===== src/rtl/stream_mux_rr.sv =====
// ---------------------------------------------------------------------------
// stream_mux_rr
//
// Purpose:
//   Merges N_CH valid/ready input streams into one output stream using a
//   round-robin arbiter followed by a one-entry output register. The merged
//   stream feeds the serial bus master port, so each beat carries the index
//   of the channel it came from.
//
// Optional feature (compile-time macro STREAM_MUX_LOCK_EN):
//   When defined, a two-state packet-lock FSM (IDLE/LOCKED) keeps the grant
//   on one channel from the first beat of a packet until the beat carrying
//   in_last. When undefined, arbitration is per beat, in_last is only passed
//   through to out_last and the FSM is not built.
//
// Parameters:
//   WIDTH  data width per channel
//   N_CH   number of input channels (2..16)
//   CH_W   width of out_ch, derived from N_CH (leave at its default)
//
// Ports:
//   clk        system clock, all logic on the rising edge
//   rstn       asynchronous active-low reset
//   in_data    packed channel data, channel i at [i*WIDTH +: WIDTH]
//   in_valid   per-channel valid
//   in_last    per-channel end-of-packet flag
//   in_ready   per-channel ready (combinational)
//   out_data   registered beat data
//   out_valid  registered beat valid
//   out_last   registered end-of-packet flag of the beat
//   out_ch     registered index of the channel that supplied the beat
//   out_ready  downstream ready
// ---------------------------------------------------------------------------

`default_nettype none

module stream_mux_rr #(
    parameter int WIDTH = 8,
    parameter int N_CH  = 4,
    parameter int CH_W  = $clog2(N_CH)
) (
    input  logic                    clk,
    input  logic                    rstn,
    input  logic [N_CH*WIDTH-1:0]   in_data,
    input  logic [N_CH-1:0]         in_valid,
    input  logic [N_CH-1:0]         in_last,
    output logic [N_CH-1:0]         in_ready,
    output logic [WIDTH-1:0]        out_data,
    output logic                    out_valid,
    output logic                    out_last,
    output logic [CH_W-1:0]         out_ch,
    input  logic                    out_ready
);

    // Round-robin pointer: the channel that has first claim on the next grant.
    logic [CH_W-1:0]  rr_ptr;

    // Raw round-robin choice, before any packet lock is applied.
    logic [N_CH-1:0]  rr_grant;
    logic [CH_W-1:0]  rr_idx;

    // Final grant (one-hot or zero) and its index.
    logic [N_CH-1:0]  grant;
    logic [CH_W-1:0]  grant_idx;

    // Output slot can take a new beat this cycle.
    logic             slot_free;
    logic             accept;

    // Data and last flag of the granted channel.
    logic [WIDTH-1:0] sel_data;
    logic             sel_last;

    // Pointer value after the granted channel, wrapping at N_CH-1.
    logic [CH_W-1:0]  ptr_next;
    logic             ptr_load;

`ifdef STREAM_MUX_LOCK_EN
    typedef enum logic {
        IDLE,
        LOCKED
    } lock_state_t;

    lock_state_t     state;
    logic [CH_W-1:0] lock_ch;
`endif

    // Round-robin search. Each channel's distance from rr_ptr (modulo N_CH)
    // is compared against the search offset, so the first valid channel at
    // or after rr_ptr wins and the search wraps naturally. Indices are only
    // ever compile-time loop constants, so no out-of-range select can occur
    // when N_CH is not a power of two.
    always_comb begin
        logic found;
        found    = 1'b0;
        rr_grant = '0;
        rr_idx   = '0;
        for (int off = 0; off < N_CH; off++) begin
            for (int i = 0; i < N_CH; i++) begin
                if (!found && in_valid[i] &&
                    (((i - int'(rr_ptr) + N_CH) % N_CH) == off)) begin
                    found       = 1'b1;
                    rr_grant[i] = 1'b1;
                    rr_idx      = CH_W'(i);
                end
            end
        end
    end

    // Final grant. While a packet is locked the grant is pinned to the
    // locked channel; if that channel drops valid the mux simply stalls
    // rather than serving anyone else.
    always_comb begin
        grant     = rr_grant;
        grant_idx = rr_idx;
`ifdef STREAM_MUX_LOCK_EN
        if (state == LOCKED) begin
            grant     = '0;
            grant_idx = lock_ch;
            for (int i = 0; i < N_CH; i++) begin
                if (CH_W'(i) == lock_ch) begin
                    grant[i] = in_valid[i];
                end
            end
        end
`endif
    end

    // Handshake. The slot is also held closed during reset so no source
    // sees ready while the mux is being cleared.
    assign slot_free = rstn && (!out_valid || out_ready);
    assign in_ready  = grant & {N_CH{slot_free}};
    assign accept    = |in_ready;

    // Select the granted channel's payload. grant is one-hot or zero, so an
    // OR of the masked lanes is enough and avoids a variable part-select.
    always_comb begin
        sel_data = '0;
        sel_last = 1'b0;
        for (int i = 0; i < N_CH; i++) begin
            if (grant[i]) begin
                sel_data = sel_data | in_data[i*WIDTH +: WIDTH];
                sel_last = sel_last | in_last[i];
            end
        end
    end

    // Next pointer value after the granted channel. The explicit wrap keeps
    // out-of-range pointer values from ever appearing for non power-of-two
    // channel counts.
    always_comb begin
        if (grant_idx == CH_W'(N_CH - 1)) begin
            ptr_next = '0;
        end else begin
            ptr_next = grant_idx + CH_W'(1);
        end
    end

    // With packet lock the pointer only advances when a packet ends, so a
    // multi-beat packet counts as a single turn in the rotation.
`ifdef STREAM_MUX_LOCK_EN
    assign ptr_load = accept && sel_last;
`else
    assign ptr_load = accept;
`endif

    // Round-robin pointer register.
    always_ff @(posedge clk or negedge rstn) begin
        if (!rstn) begin
            rr_ptr <= '0;
        end else if (ptr_load) begin
            rr_ptr <= ptr_next;
        end
    end

    // One-entry output register. A new acceptance always reloads it, which
    // covers the simultaneous pop-and-push case without a bubble. When
    // nothing is accepted the beat is dropped only after downstream took it;
    // otherwise every out_* field stays frozen.
    always_ff @(posedge clk or negedge rstn) begin
        if (!rstn) begin
            out_valid <= 1'b0;
            out_data  <= '0;
            out_last  <= 1'b0;
            out_ch    <= '0;
        end else if (accept) begin
            out_valid <= 1'b1;
            out_data  <= sel_data;
            out_last  <= sel_last;
            out_ch    <= grant_idx;
        end else if (out_ready) begin
            out_valid <= 1'b0;
        end
    end

`ifdef STREAM_MUX_LOCK_EN
    // Packet lock FSM. A first beat without in_last locks onto its channel;
    // the beat carrying in_last releases it. A single-beat packet passes
    // through IDLE without ever locking.
    always_ff @(posedge clk or negedge rstn) begin
        if (!rstn) begin
            state   <= IDLE;
            lock_ch <= '0;
        end else if (accept) begin
            case (state)
                IDLE: begin
                    if (!sel_last) begin
                        state   <= LOCKED;
                        lock_ch <= grant_idx;
                    end
                end
                LOCKED: begin
                    if (sel_last) begin
                        state <= IDLE;
                    end
                end
                default: begin
                    state <= IDLE;
                end
            endcase
        end
    end
`endif

endmodule

`default_nettype wire


===== config.mk =====
export PLATFORM = sky130hd
export DESIGN_NAME = stream_mux_rr
export DESIGN_NICKNAME = d
export VERILOG_FILES = /design/src/rtl/stream_mux_rr.sv
export SDC_FILE = /design/constraint.sdc
export NUM_CORES = 1
export LEC_CHECK = 0
export BUFFER_PORTS_ARGS = -buffer_cell sky130_fd_sc_hd__buf_2
export CAP_MARGIN = 20
export CELL_PAD_IN_SITES_DETAIL_PLACEMENT = 0
export CELL_PAD_IN_SITES_GLOBAL_PLACEMENT = 2
export CORE_ASPECT_RATIO = 0.6
export CORE_MARGIN = 4
export CORE_UTILIZATION = 25
export CTS_CLUSTER_DIAMETER = 100
export DETAILED_ROUTE_END_ITERATION = 12
export PLACE_DENSITY_LB_ADDON = 0.1
export SKIP_CTS_REPAIR_TIMING = 1
export SLEW_MARGIN = 10
export SYNTH_ARGS = -nofsm -noshare
export SYNTH_HDL_FRONTEND = slang
export SYNTH_SLANG_ARGS = --single-unit

===== constraint.sdc =====
create_clock -name clk -period 5.2 [get_ports clk]
set_clock_uncertainty 0.15 [all_clocks]
set_input_delay 0.26 -clock clk [delete_from_list [all_inputs] [get_ports clk]]
set_output_delay 0.26 -clock clk [all_outputs]
set_load 0.05 [all_outputs]

* After elaboration in Yosys (flattened, before gate mapping)
Index checks and enable logic that the tools add are counted.
** Word-level totals
- Register bits :: 14
- Bits of input ports :: 43
- Word-level logic and storage cells :: 153
** Operators by class
- Reductions and logical operators :: 59
- Add/sub/neg operators :: 9
- Bitwise operators :: 11
- Multiplexer cells :: 56
- Equal/unequal tests :: 13
** Operators with widths (number)
- $logic_not 32->1 :: 4
- $mux 1 :: 37
- $logic_and 1x1->1 :: 32
- $mux 8 :: 4
- $mux 2 :: 15
- $eq 3x3->1 const B :: 8
- $or 8x8->8 :: 3
- $add 3x4->5 const B :: 4
- $logic_not 1->1 :: 16
- $eq 3x2->1 const B :: 4
- $reduce_or 2->1 :: 4
- $sub 1x2->3 const A :: 2
- $sub 2x2->3 const A :: 2
- $and 1x1->1 :: 4
- $and 4x4->4 :: 1
- $reduce_or 4->1 :: 1
- $or 1x1->1 :: 3
- $add 2x1->2 const B :: 1
- $eq 2x2->1 const B :: 1
- $reduce_bool 2->1 :: 1
- $logic_or 1x1->1 :: 1

* Depth between registers and ports, before layout
- Depth in word-level cells :: 70
- Depth in mapped cells :: 8
- Mapped depth without buffers :: 5

* Worst setup path before layout
Ideal clock, no wire load.
- Path type :: reg2out
- Start :: register rr_ptr[1]
- End :: output port in_ready[3]
- Required time :: 4.790 ns
- Path slack :: 2.987 ns
- Buffers on the path :: 2
- Stages on the path, launching flop included :: 7
- Data arrival time :: 1.803 ns
- Path through :: dfrtp_1 buf_2 a21bo_2 buf_2 nand2_1 or2_2 nor2_1
** Between the ends
- Word-level cells in the longest chain between the ends :: 68
- Elaborated cells between the ends (all ways) :: 98
- Those cells by class :: add/sub (8); eq/ne (12); mux (19); bitwise (5); reduce/logical (54)
** RTL lines
- start: declaration :: line 56 : logic [CH_W-1:0] rr_ptr;
- start signal: assignment :: line 172 : rr_ptr <= ptr_next;
- $sub 1x2->3 :: line 101 : (((i - int'(rr_ptr) + N_CH) % N_CH) == off)) begin
- $add 3x4->5 :: line 101
- $reduce_or 2->1 (no source line)
- $and 1x1->1 (no source line)
- $logic_not 32->1 :: line 101
- $logic_and 1x1->1 :: line 100 : if (!found && in_valid[i] &&
- $mux 1 :: line 100
- $logic_not 1->1 :: line 100
- (+50 left out)
- $mux 1 :: line 100
- $logic_not 1->1 :: line 100
- $logic_and 1x1->1 (2 in series) :: line 100
- $mux 1 :: line 100
- $logic_not 1->1 :: line 100
- $logic_and 1x1->1 (2 in series) :: line 100
- $mux 1 * :: line 100
- $and 4x4->4 * :: line 132 : assign in_ready = grant & {N_CH{slot_free}};
- end: declaration :: line 47 : output logic [N_CH-1:0] in_ready,
Mark *: on every way between the ends. The rest lies on a longest branch, timed or not.

* Final worst setup path
- Start :: register rr_ptr[0]
- End :: register out_data[0]
** Between the ends
- Word-level cells in the longest chain between the ends :: 69
- Elaborated cells between the ends (all ways) :: 117
- Those cells by class :: add/sub (8); eq/ne (12); mux (34); bitwise (8); reduce/logical (55)
** RTL lines
- $sub 1x2->3 :: line 101
- $add 3x4->5 :: line 101
- $reduce_or 2->1 (no source line)
- $and 1x1->1 (no source line)
- $logic_not 32->1 :: line 101
- $logic_and 1x1->1 :: line 100
- $mux 1 :: line 100
- $logic_not 1->1 :: line 100
- (+51 left out)
- $logic_not 1->1 :: line 100
- $logic_and 1x1->1 (2 in series) :: line 100
- $mux 1 :: line 100
- $logic_not 1->1 :: line 100
- $logic_and 1x1->1 (2 in series) :: line 100
- $mux 1 :: line 100
- $and 4x4->4 :: line 132
- $reduce_or 4->1 :: line 133 : assign accept = |in_ready;
- end signal: assignment :: line 188 : out_data <= sel_data;
- end: declaration :: line 48 : output logic [WIDTH-1:0] out_data,
Several ways; a longest one is shown, not always the timed one.
A chain may end at the register's enable or synchronous reset.

==> impl_metrics.py <==
metrics = {
    "status": {
        "outcome": "finished, final reports clean",
    },
    "setup_path": {
        "cp_top_family": "compound AO/OA/AOI/OAI gates",
        "crit_end": "out_data[0]$_DFFE_PN0P_",
        "r2r-end": "out_data[0]$_DFFE_PN0P_",
        "crit_buf_inv": 1,
        "path_max_fanout": 13,
        "critical_path_arrival_ns": 2.64,
        "worst_setup_path_start_kind": "flop",
        "critPathKind": "reg2reg",
        "worst_r2r_path_depth": 5,
        "timing.rr.start": "rr_ptr[0]$_DFFE_PN0P_",
        "cp_slowest_cell": "o41a_1",
        "crit_cells": 5,
        "critPathRequiredTime_ns": 5.18,
        "cpPeakStageDelay_ns": 0.73,
        "crit_start": "rr_ptr[0]$_DFFE_PN0P_",
        "cp_cell_sequence": "clkinv_1 -> o22ai_1 -> a32o_1 -> o41a_1 -> mux2_2",
        "crit_path_end_kind": "flop",
        "r2r_slack_ns": 2.54,
    },
    "sta": {
        "max_slew_margin": 0.499,
        "finalCriticalPeriod_ns": 2.66,
        "finalSetupViolations": 0,
        "fmax_ghz": 0.375,
        "slew_viol_final": 0,
        "tightest_slew_ns": 0.752,
        "hold_slack_ns": 0.159,
        "rsz0062_at_grt": "false",
        "hold_violations": 0,
        "period_share": 0.512,
        "setup_tns_ns": 0,
    },
    "finish": {
        "final_cell_mix": "buf_2 (58), dfrtp_1 (14), nand3_1 (9), o2bb2ai_1 (9), a221o_1 (9)",
        "final_cells": 198,
        "final_area_um2": 1340,
        "nNetsFinal": 195,
        "antenna_cells": 0,
        "nFillCells": 408,
        "mostFrequentLayoutCell": "buf_2",
        "syn_to_final_growth_pct": 38.0,
        "drive_gt1_frac": 0.490,
        "utilization": 0.362,
    },
    "power": {
        "ir_worst_vdd_v": 0.000255,
        "power.density_nw_per_um2": 606,
        "power.leakage_nw": 0.670,
    },
    "floorplan": {
        "rows": 17,
        "start_util": 0.262,
        "ios": 59,
        "die_y_um": 56.3,
        "die-area_um2": 4980,
        "fp.dieW_um": 88.5,
        "core_um2": 3700,
    },
    "global_route": {
        "grt_max_degree": 16,
        "met1_usage": 0.194,
        "grtUsageMet3": 0.0308,
        "track_usage": 0.130,
        "busiest_layer": "met1",
        "grt_overflow_total": 0,
        "grt_pass1_vias": 974,
        "grt_pass1_wl_mm": 5.00,
        "antenna_found_initial": 0,
        "grtUsageMet2": 0.186,
    },
    "drt": {
        "wl_mm": 3.21,
        "drt_iter0_markers": 27,
        "dr.pass1.iters": 4,
        "drc": 0,
        "wl_per_cell_um": 16.2,
        "ant_nets": 0,
        "vias_per_cell": 4.86,
        "num_vias": 963,
    },
    "clock_network": {
        "clk-insertion-delay-late_ns": 0.24,
        "cts_made_buffers": 3,
        "clk_pin_slew_ns": 0.06,
        "cts_buffer_depth": 2,
        "htree_num_levels": 1,
        "clock_sinks": 14,
        "cts_tree": "done",
        "clock-root-buffer": "clkbuf_8",
    },
    "logic_synthesis": {
        "synth_cells": 97,
        "synth_edf_count": 0,
        "synth_top_area_cell": "dfrtp_1",
        "yosysWarnings": 0,
        "synthArstFlopShare": 1.00,
        "avgSynthCellArea_um2": 10.0,
        "synthFlopType": "dfrtp_1",
        "seq_area_frac_synth": 0.361,
        "netlist_area_um2": 971,
        "post_synth_num_cell_types": 30,
        "synth_area_leaders": "dfrtp_1 (36%), mux2_4 (12%), a221o_1 (9.3%), o2bb2ai_1 (8.1%), nand3_1 (4.6%)",
        "synth_top_area_share": 0.361,
        "synth-seq-cells": 14,
        "syn-num-nets": 140,
    },
    "placement": {
        "dp.cells": 193,
        "gp_congestion": 0.682,
        "dpl-instance-area_um2": 1270,
        "io_buffers": 58,
        "place_hpwl_mm": 2.64,
    },
    "min_path": {
        "hp-class": "in2reg",
        "hold_start": "out_ready",
    },
    "run": {
        "drv_cap": 0,
    },
}
[per-stage QoR]
step           power (mW)  setup slack, ns
2_1_floorplan       0.603             2.99
5_1_grt             0.863             2.33
4_1_cts             0.820             2.50
6_report            0.812             2.54
3_5_place_dp        0.715             2.53
3_3_place_gp        0.708             2.57
[layout make-up]
cell class	instances	area, um2	share of cell area
multi-input combinational	70	561	0.418
sequential	14	350	0.261
timing repair buffer	59	300	0.224
tap	47	58.8	0.0439
clock buffer	4	55.1	0.0411
inverter	4	15.0	0.0112
[cell usage after synthesis (all sizes together), types with 3 or more instances]
cell type,count
a221o,9
nor2,4
o21ai,4
buf,4
clkbuf,5
dfrtp,14
nand2,5
a21oi,3
o2bb2ai,9
mux2,10
nand3,9
[worst min-delay path by stage]
| stage | to | slack [ns] | cells after the start |
|---|---|---|---|
| 6_report | out_valid$_DFFE_PN0P_ | 0.16 | 3 |
| 5_1_grt | out_valid$_DFFE_PN0P_ | 0.18 | 3 |
| 4_1_cts | out_data[2]$_DFFE_PN0P_ | -0.22 | 1 |
| 3_5_place_dp | out_valid$_DFFE_PN0P_ | 0.04 | 1 |
| 3_3_place_gp | out_valid$_DFFE_PN0P_ | 0.03 | 1 |
| 2_1_floorplan | out_ch[0]$_DFFE_PN0P_ | -0.19 | 0 |
[flip-flops by register name (all words and copies together), names as in the netlist]
name and cells:
rr_ptr 2, out_last 1, out_ch 2, out_valid 1, out_data 8
[kinds of logic after synthesis]
| kind of cell | Yosys count | synth area share |
|---|---|---|
| mux | 11 | 0.157 |
| compound gates | 35 | 0.300 |
| buf+inv | 13 | 0.0619 |
| flops | 14 | 0.361 |
| simple gates | 24 | 0.120 |
[metal layers]
metal	part of all wire	wire length (um)	vias to the layer above
met5	0	0	-
met4	0.0065	21	0
met3	0.10	325	2
met2	0.40	1290	41
met1	0.49	1570	438
li1	-	-	482
[worst register-to-register path, cell delays in order (launching register included)]
cell and delay [ns]:
dfrtp_1 0.47, clkinv_1 0.16, o22ai_1 0.20, a32o_1 0.43, o41a_1 0.74, mux2_2 0.41
[report_power, final]
group,total (mW),internal (mW),leakage (nW),switching (mW)
clock,0.104,0.0669,0.0288,0.0374
combinational,0.504,0.179,0.471,0.325
sequential,0.204,0.162,0.170,0.0416
total,0.812,0.408,0.670,0.404
No activity file was read; power rests on OpenSTA's default activity.
